===== src/rtl/multicycle_controller.sv =====
// -----------------------------------------------------------------------------
// multicycle_controller
//
// Main control unit for the multicycle RV32I datapath. A Moore FSM steps each
// instruction through Fetch / Decode / Execute / Memory / Writeback and drives
// every enable and mux select of the datapath. Supported instructions:
// lw, sw, R-type (add/sub/and/or/slt), I-type ALU (addi/andi/ori/slti), beq, jal.
//
// Ports:
//   clk          rising-edge clock
//   reset        synchronous, active-low reset (FSM returns to FETCH)
//   opcode       instr[6:0] from the instruction register
//   funct3       instr[14:12]
//   funct7b5     instr[30]
//   zero         ALU zero flag (same-cycle, combinational)
//   pc_write     PC flop enable
//   adr_src      memory address mux select: 0=PC, 1=ALUOut
//   mem_write    data memory write enable
//   ir_write     instruction register / OldPC enable
//   reg_write    register file write enable
//   result_src   00=ALUOut, 01=mem data, 10=ALU result
//   alu_src_a    00=PC, 01=OldPC, 10=rs1 data
//   alu_src_b    00=rs2 data, 01=imm, 10=constant 4
//   imm_src      00=I, 01=S, 10=B, 11=J
//   alu_control  000 add, 001 sub, 010 and, 011 or, 101 slt
//   state        current FSM state (debug)
// -----------------------------------------------------------------------------
module multicycle_controller #(
    parameter int STATE_W = 4
) (
    input  logic               clk,
    input  logic               reset,
    input  logic [6:0]         opcode,
    input  logic [2:0]         funct3,
    input  logic               funct7b5,
    input  logic               zero,
    output logic               pc_write,
    output logic               adr_src,
    output logic               mem_write,
    output logic               ir_write,
    output logic               reg_write,
    output logic [1:0]         result_src,
    output logic [1:0]         alu_src_a,
    output logic [1:0]         alu_src_b,
    output logic [1:0]         imm_src,
    output logic [2:0]         alu_control,
    output logic [STATE_W-1:0] state
);

    typedef enum logic [3:0] {
        FETCH    = 4'd0,
        DECODE   = 4'd1,
        MEMADR   = 4'd2,
        MEMREAD  = 4'd3,
        MEMWB    = 4'd4,
        MEMWRITE = 4'd5,
        EXECUTER = 4'd6,
        EXECUTEI = 4'd7,
        ALUWB    = 4'd8,
        BEQ      = 4'd9,
        JAL      = 4'd10
    } state_t;

    localparam logic [6:0] OP_LW   = 7'b0000011;
    localparam logic [6:0] OP_SW   = 7'b0100011;
    localparam logic [6:0] OP_R    = 7'b0110011;
    localparam logic [6:0] OP_I    = 7'b0010011;
    localparam logic [6:0] OP_BEQ  = 7'b1100011;
    localparam logic [6:0] OP_JAL  = 7'b1101111;

    state_t     state_r;
    state_t     next_state_s;
    logic [1:0] alu_op_s;
    logic       pc_update_s;
    logic       branch_s;

    // State register with synchronous active-low reset.
    always_ff @(posedge clk) begin
        if (!reset) begin
            state_r <= FETCH;
        end else begin
            state_r <= next_state_s;
        end
    end

    // Next-state logic; unknown opcodes and illegal encodings fall back to FETCH.
    always_comb begin
        next_state_s = FETCH;
        case (state_r)
            FETCH:    next_state_s = DECODE;
            DECODE: begin
                case (opcode)
                    OP_LW, OP_SW: next_state_s = MEMADR;
                    OP_R:         next_state_s = EXECUTER;
                    OP_I:         next_state_s = EXECUTEI;
                    OP_BEQ:       next_state_s = BEQ;
                    OP_JAL:       next_state_s = JAL;
                    default:      next_state_s = FETCH;
                endcase
            end
            MEMADR: begin
                if (opcode == OP_LW) begin
                    next_state_s = MEMREAD;
                end else begin
                    next_state_s = MEMWRITE;
                end
            end
            MEMREAD:  next_state_s = MEMWB;
            EXECUTER: next_state_s = ALUWB;
            EXECUTEI: next_state_s = ALUWB;
            JAL:      next_state_s = ALUWB;
            MEMWB:    next_state_s = FETCH;
            MEMWRITE: next_state_s = FETCH;
            ALUWB:    next_state_s = FETCH;
            BEQ:      next_state_s = FETCH;
            default:  next_state_s = FETCH;
        endcase
    end

    // Moore control decode: every output is a function of the current state only.
    always_comb begin
        adr_src     = 1'b0;
        mem_write   = 1'b0;
        ir_write    = 1'b0;
        reg_write   = 1'b0;
        result_src  = 2'b00;
        alu_src_a   = 2'b00;
        alu_src_b   = 2'b00;
        alu_op_s    = 2'b00;
        pc_update_s = 1'b0;
        branch_s    = 1'b0;
        case (state_r)
            FETCH: begin
                ir_write    = 1'b1;
                alu_src_b   = 2'b10;
                result_src  = 2'b10;
                pc_update_s = 1'b1;
            end
            DECODE: begin
                // OldPC + imm precomputes the branch target into ALUOut.
                alu_src_a = 2'b01;
                alu_src_b = 2'b01;
            end
            MEMADR: begin
                alu_src_a = 2'b10;
                alu_src_b = 2'b01;
            end
            MEMREAD: begin
                adr_src = 1'b1;
            end
            MEMWB: begin
                result_src = 2'b01;
                reg_write  = 1'b1;
            end
            MEMWRITE: begin
                adr_src   = 1'b1;
                mem_write = 1'b1;
            end
            EXECUTER: begin
                alu_src_a = 2'b10;
                alu_op_s  = 2'b10;
            end
            EXECUTEI: begin
                alu_src_a = 2'b10;
                alu_src_b = 2'b01;
                alu_op_s  = 2'b10;
            end
            ALUWB: begin
                reg_write = 1'b1;
            end
            BEQ: begin
                alu_src_a = 2'b10;
                alu_op_s  = 2'b01;
                branch_s  = 1'b1;
            end
            JAL: begin
                // OldPC + 4 is the link value; ALUOut already holds the target.
                alu_src_a   = 2'b01;
                alu_src_b   = 2'b10;
                pc_update_s = 1'b1;
            end
            default: begin
                adr_src = 1'b0;
            end
        endcase
    end

    // Branch is taken in the BEQ state itself, using the live zero flag.
    assign pc_write = pc_update_s | (branch_s & zero);

    // Immediate format follows the opcode directly.
    always_comb begin
        imm_src = 2'b00;
        case (opcode)
            OP_LW, OP_I: imm_src = 2'b00;
            OP_SW:       imm_src = 2'b01;
            OP_BEQ:      imm_src = 2'b10;
            OP_JAL:      imm_src = 2'b11;
            default:     imm_src = 2'b00;
        endcase
    end

    // ALU decoder; opcode[5] separates R-type sub from addi with instr[30] set.
    always_comb begin
        alu_control = 3'b000;
        case (alu_op_s)
            2'b00: alu_control = 3'b000;
            2'b01: alu_control = 3'b001;
            2'b10: begin
                case (funct3)
                    3'b000: begin
                        if (funct7b5 & opcode[5]) begin
                            alu_control = 3'b001;
                        end else begin
                            alu_control = 3'b000;
                        end
                    end
                    3'b010:  alu_control = 3'b101;
                    3'b110:  alu_control = 3'b011;
                    3'b111:  alu_control = 3'b010;
                    default: alu_control = 3'b000;
                endcase
            end
            default: alu_control = 3'b000;
        endcase
    end

    assign state = STATE_W'(state_r);

endmodule

===== config.mk =====
export PLATFORM = sky130hd
export DESIGN_NAME = multicycle_controller
export DESIGN_NICKNAME = d
export VERILOG_FILES = /design/src/rtl/multicycle_controller.sv
export SDC_FILE = /design/constraint.sdc
export NUM_CORES = 1
export LEC_CHECK = 0
export BUFFER_PORTS_ARGS = -buffer_cell sky130_fd_sc_hd__buf_2
export CAP_MARGIN = 40
export CORE_MARGIN = 3
export CORE_UTILIZATION = 41
export CTS_CLUSTER_SIZE = 40
export DETAILED_ROUTE_END_ITERATION = 6
export PLACE_DENSITY = 0.77
export SETUP_SLACK_MARGIN = 0.4
export SYNTH_ARGS = -nofsm -noshare
export SYNTH_HDL_FRONTEND = slang
export SYNTH_SLANG_ARGS = --single-unit

===== constraint.sdc =====
create_clock -name clk -period 2.6 [get_ports clk]
set_clock_uncertainty 0.2 [all_clocks]
set_input_delay 0.52 -clock clk [delete_from_list [all_inputs] [get_ports clk]]
set_output_delay 0.52 -clock clk [all_outputs]
set_load 0.03 [all_outputs]

==> metrics.md, run 1 <==
| Metric | Value |
|---|---|
| Final wirelength | `around 2.1 mm` |
| Initial Util | `46.4%` |
| Syn-to-layout area delta | `79.8%` |
| Commonest non-fill, non-tap cells in the layout | `27 x buf_2, 14 x buf_4, 5 x nor2_1, 5 x buf_6` |
| Core outline area | `between 0.001 and 0.0015 sq mm` |
| Post-synthesis sequential area ratio | `~15%` |
| Synth Instances | `slightly below 80` |
| Clock tree buffer depth | `2` |
| Synth warn | `0` |
| Router iterations before antenna repair | `4` |
| Final Wtd Congestion | `0.772` |
| Max cap viols | `0` |
| Startpoint class of the critical path | `register` |
| Utilization after layout | `between 80% and 90%` |
| Setup TNS Final | `0 ns` |
| Layout cells sized above 1 | `59.5%` |
| Hold Path Class | `primary input to register` |
| Worst-Skew Late Latency | `around 0.24 ns` |
| Die ar. | `~0.0018 sq mm` |
| Reg clk slew, reported paths | `~0.04 ns` |
| Endpoints failing setup | `0` |
| Syn avg cell area | `7.15 sq um` |
| CTS tree | `built` |
| Synth Cell Area | `551 sq um` |
| Nets | `around 140` |
| Die W | `42.6 um` |
| Largest register FFs | `4` |
| # fillers | `77` |
| Fin. Hold Viols | `0` |
| Worst EP arrival | `between 1.5 and 2 ns` |
| H-tree depth | `1` |
| Antenna Cells | `0` |
| RSZ-0062 raised after global routing | `yes` |
| Count of hold buffers inserted by post-cts repair | `0` |
| CTS Sinks | `4` |
| Minimum clock period | `2.34 ns` |
| Post-synth net total | `93` |
| # rows | `12` |
| Detailed-route DRC error count | `0` |
| IO Count | `34` |
| Power Density | `roughly 240 mW/mm^2` |
| Detail Route Antenna Nets | `0` |
| Period utilization | `roughly 90%` |
| Critical path endpoint category | `output pin` |
| Commonest non-fill, non-tap cell in the layout | `buf_2` |
| Max IR drop VDD | `around 0.11 mV` |
| Root buffer cell | `clkbuf_4` |
| GRT Overall Usage | `22.9%` |
| Maximum clock rate | `~0.43 GHz` |
| Max FO, Critical Path | `3` |
| Synth unique cells | `40` |
| Largest net degree at the start of global routing | `18` |
| Routed wire per std cell | `approximately 16 um` |
| Leak | `between 0.0004 and 0.0005 uW` |
| Hpwl dp | `1.24 mm` |
| DRT iter0 DRCs | `41` |
| Routed via count | `slightly below 800` |
| Number of global-route vias before repair | `703` |
| First-pass GRT wire length | `around 3.2 mm` |
| Drt via density | `about 5.8` |
| Worst-margin pin slew | `~0.51 ns` |
| CP Class | `register to output pin` |
| Die Ht | `~43 um` |
| Required time worst endpoint | `1.88 ns` |
| Buffers on Ports | `33` |
| Slew margin rel. | `roughly 65%` |
| Final Max Tran Viols | `0` |
| Initial antenna violation count | `0` |
| Overall Power | `approximately 230 uW` |
| Status | `complete, no violations` |
| CTS Buf Count | `3` |
| Grt ovf | `0` |
| Yosys reg bits | `4` |
[timing repair]
action                                  4_1_cts  5_1_grt
endpoints found under the setup margin        6        6
setup buffers                                 7        4
pin swaps                                     2        2
resized for setup                            22        7
[path summary, 6_finish.rpt]
check	start	endpoint	slack [ns]	depth (start not counted)
max	state[0]$_SDFF_PN0_	alu_control[2]	0.26	5
min	reset	state[3]$_SDFF_PN0_	0.35	2
max reg2reg	state[3]$_SDFF_PN0_	state[2]$_SDFF_PN0_	0.83	5
min reg2reg	state[1]$_SDFF_PN0_	state[0]$_SDFF_PN0_	0.45	2
[metal layers]
metal  wire length [um]  track usage, %  vias to the layer above
met2               1180            41.0                       44
met4                 46            5.59                        0
li1                   -               -                      373
met3                144            2.58                        6
met1                728            28.2                      365
met5                  0               0                        -
[cells in the mapped netlist]
library cell  count  area [sq um]
dfxtp_1           4          80.1
nor3b_1           1          7.51
buf_6             1          11.3
mux2i_1           1          10.0
a221oi_1          1          8.76
or3_1             1          6.26
nor4_1            1          6.26
or3b_1            1          8.76
nand3b_1          2          15.0
or4_1             1          7.51
a2111oi_0         1          8.76
o31ai_1           1          7.51
nand2b_1          1          6.26
and2_1            1          6.26
nor4bb_1          1          10.0
a21oi_2           1          8.76
or3_2             1          7.51
inv_2             1          3.75
a21boi_1          2          15.0
inv_1             5          18.8
o41a_1            1          11.3
nand4_1           1          6.26
ha_1              2          25.0
o21ai_1           2          10.0
xnor2_1           2          17.5
and3b_1           2          17.5
clkbuf_1          2          7.51
a2111o_1          1          11.3
a21oi_1           4          20.0
o21ai_0           1          5.00
and4b_1           2          20.0
nor2_1            5          18.8
buf_4             1          7.51
nor3_1            4          20.0
buf_2             1          5.00
and3_1            3          18.8
nand2_1           5          18.8
xor2_1            2          17.5
nor2b_1           3          18.8
nand3_1           4          20.0
[cell families (layout without fill, tap and decap cells)]
group / after synthesis / after routing / share of synthesized area [%]
adders and majority gates: 2 / 2 / 4.54
xor gates and xnor gates: 4 / 4 / 6.36
muxes: 1 / 1 / 1.82
DFF: 4 / 4 / 14.5
AOI/OAI and AO/OA: 15 / 15 / 19.3
and+or+nand+nor: 40 / 40 / 43.6
buffers and inverters: 11 / 55 / 9.77
[cell type report]
class                   count  area [sq um]  share of cell area (%)
inverters                   6          25.0                    2.53
well taps                  14          17.5                    1.77
repair buffers             46           297                    30.0
clock buffers               3          22.5                    2.28
multi-input cells          62           533                    53.9
flip-flops and latches      4          95.1                    9.61
[report_power, final]
group | switching (uW) | leakage [uW] | internal [uW]
combinational | 54.9 | 0.000427 | 36.9
clock | 29.6 | 0.0000138 | 51.9
sequential | 1.37 | 0.0000355 | 59.9
[metrics by stage]
stage | setup slack [ns] | hold WS [ns] | area [sq um] | cells
floorplan | 0.306 | 0.421 | 641 | 77
CTS | 0.324 | 0.344 | 935 | 131
detailed placement | 0.220 | 0.447 | 787 | 121
finish | 0.259 | 0.347 | 990 | 135
global placement | 0.262 | 0.444 | 787 | 121
global route | 0.213 | 0.349 | 990 | 135
[worst max-delay path, stage by stage, from the launching register on]
cell,delay [ns]
dfxtp_4,0.34
nor2b_4,0.18
nand3_4,0.11
ha_4,0.27
nor4bb_4,0.27
buf_4,0.21
(Power assumes the default switching activity.)
==> run 2: changes to the inputs <==
--- a/config.mk
+++ b/config.mk
@@ -11,6 +11,7 @@
 export CORE_UTILIZATION = 41
 export CTS_CLUSTER_SIZE = 40
 export DETAILED_ROUTE_END_ITERATION = 6
+export GPL_TIMING_DRIVEN = 0
 export PLACE_DENSITY = 0.77
 export SETUP_SLACK_MARGIN = 0.4
 export SYNTH_ARGS = -nofsm -noshare
==> constraint.sdc (replaced) <==
create_clock -name clk -period 2.6 [get_ports clk]
set_clock_uncertainty 0.2 [all_clocks]
set_input_delay 0 -clock clk [delete_from_list [all_inputs] [get_ports clk]]
set_output_delay 0 -clock clk [all_outputs]
set_load 0.03 [all_outputs]
==> run 2 against run 1 <==
Register-to-register slack worse by 0.35 ns; via count decreased by 7.4%; clock power is 3.9% lower; core utilization decreased by 9.7 points; critical path type is now register to register; largest power group unchanged; highest routed layer unchanged.
==> metrics.md, run 2 (synthesis gave the netlist of run 1 again) <==
| Metric | Value |
|---|---|
| Status | `complete, no violations` |
| # rows | `12` |
| GRT Overall Usage | `about a fifth` |
| Die Ht | `42.6 um` |
| Reg clk slew, reported paths | `0.04 ns` |
| Die ar. | `0.00182 sq mm` |
| Setup TNS Final | `0 ns` |
| Leak | `0.000443 uW` |
| Minimum clock period | `between 2 and 2.5 ns` |
| Worst EP arrival | `about 2 ns` |
| Fin. Hold Viols | `0` |
| Drt via density | `~5.4` |
| Detailed-route DRC error count | `0` |
| IO Count | `34` |
| CTS Buf Count | `3` |
| Initial antenna violation count | `0` |
| Max cap viols | `0` |
| RSZ-0062 raised after global routing | `yes` |
| Root buffer cell | `clkbuf_4` |
| Router iterations before antenna repair | `4` |
| Syn-to-layout area delta | `58.9%` |
| Sequential share of power | `29.2%` |
| Slew margin rel. | `about 83%` |
| Hold Path Class | `primary input to register` |
| Core outline area | `0.00119 sq mm` |
| Utilization after layout | `about 74%` |
| Commonest non-fill, non-tap cell in the layout | `buf_2` |
| Initial Util | `a little under half` |
| Pint | `about 150 uW` |
| Required time worst endpoint | `about 2.5 ns` |
| Largest net degree at the start of global routing | `11` |
| Period utilization | `81.4%` |
| H-tree depth | `1` |
| Grt ovf | `0` |
| Register area | `between 80 and 90 sq um` |
| Max FO, Critical Path | `8` |
| Max IR drop VDD | `approximately 0.28 mV` |
| Comb pwr share | `a little over a third` |
| Maximum clock rate | `roughly 0.47 GHz` |
| Sw frac | `between 30% and 40%` |
| Antenna Cells | `0` |
| Final Max Tran Viols | `0` |
| CP Cell Sequence | `inv_2 -> or4_1 -> dlygate4sd3_1 -> a221oi_1` |
| Clock tree buffer depth | `2` |
| Buffers on Ports | `33` |
| P_sw | `slightly below 80 uW` |
| Die W | `42.6 um` |
| Endpoints failing setup | `0` |
| Number of global-route vias before repair | `700` |
| Postcts setup bufs | `0` |
| CTS Sinks | `4` |
| DRT iter0 DRCs | `14` |
| Multi-input gate area | `about 450 sq um` |
| Commonest non-fill, non-tap cells in the layout | `32 x buf_2, 7 x dlygate4sd3_1, 5 x inv_1, 5 x nand2_1, 5 x nor2_1` |
| Hpwl dp | `around 1.2 mm` |
| Critical path endpoint category | `register` |
| CP Class | `register to register` |
| Power Density | `around 260 mW/mm^2` |
| Routed via count | `730` |
| Critical Path Max Stage Delay | `approximately 0.56 ns` |
| Proportion of power drawn by the clock network | `between 30% and 40%` |
| Layout cells sized above 1 | `~43%` |
| First-pass GRT wire length | `about 2.9 mm` |
| Startpoint class of the critical path | `register` |
| Final wirelength | `between 1.5 and 2 mm` |
| CTS tree | `built` |
| Routed wire per std cell | `about 13 um` |
| # fillers | `roughly 100` |
| Worst-margin pin slew | `0.248 ns` |
| Slowest-stage cell, CP | `dlygate4sd3_1` |
| Nets | `138` |
| Worst-Skew Late Latency | `0.24 ns` |
| Smallest hold slack | `roughly 0.022 ns` |
| Detail Route Antenna Nets | `0` |
| Final Wtd Congestion | `0.846` |
| Largest register FFs | `4` |
| FF-to-FF setup slack | `0.48 ns` |
## run 2: metal layers
metal / vias up / wire length, um / track usage (%)
li1: 371 / - / -
met1: 327 / 719 / 23.7
met2: 30 / 848 / 35.0
met3: 2 / 95 / 2.58
met4: 0 / 19 / 9.32
met5: - / 0 / 0
## run 2: final timing paths
kind / cells past startpoint / start / endpoint
worst max-delay path: 4 / state[1]$_SDFF_PN0_ / state[1]$_SDFF_PN0_
worst min-delay path: 4 / opcode[5] / state[0]$_SDFF_PN0_
worst max register to register: 4 / state[1]$_SDFF_PN0_ / state[1]$_SDFF_PN0_
worst min register to register: 3 / state[2]$_SDFF_PN0_ / state[0]$_SDFF_PN0_
## run 2: power by group through the flow
stage	Clock, uW	Sequential (uW)	Combinational (uW)
after detailed placement	0	66.7	75.2
after CTS	78.5	65.7	80.4
after floorplan	0	68.6	45.0
after global routing	83.5	66.6	88.7
after global placement	0	66.6	73.8
final	78.3	66.2	82.0
## run 2: repair_timing
action / in CTS / in global routing
resized for setup: 3 / 11
endpoints found under the hold margin: 4 / 0
hold buffers: 7 / 0
endpoints found under the setup margin: 3 / 4
## run 2: cell type report
cell class	count	area share, %
multi-input cells	62	51.4
repair buffers	40	27.5
flip-flops and latches	4	9.44
plain buffers	5	4.58
clock buffers	3	2.58
inverters	6	2.58
well taps	14	2.00
## run 2: worst max-delay path: cells and delay by family (launching register included)
kind                   cells  cell delay, ns
AND/OR/NAND/NOR            1            0.51
AO/OA/AOI/OAI              1            0.29
flip-flops                 1            0.37
buffers and inverters      2            0.65
## run 2: metrics by stage
| stage | power, uW | instances | instance area, sq um | worst slack, ns |
|---|---|---|---|---|
| floorplan | 114 | 77 | 572 | 0.363 |
| global placement | 140 | 124 | 754 | 0.491 |
| detailed placement | 142 | 124 | 754 | 0.493 |
| CTS | 225 | 134 | 852 | 0.421 |
| global route | 239 | 134 | 875 | 0.389 |
| finish | 226 | 134 | 875 | 0.484 |
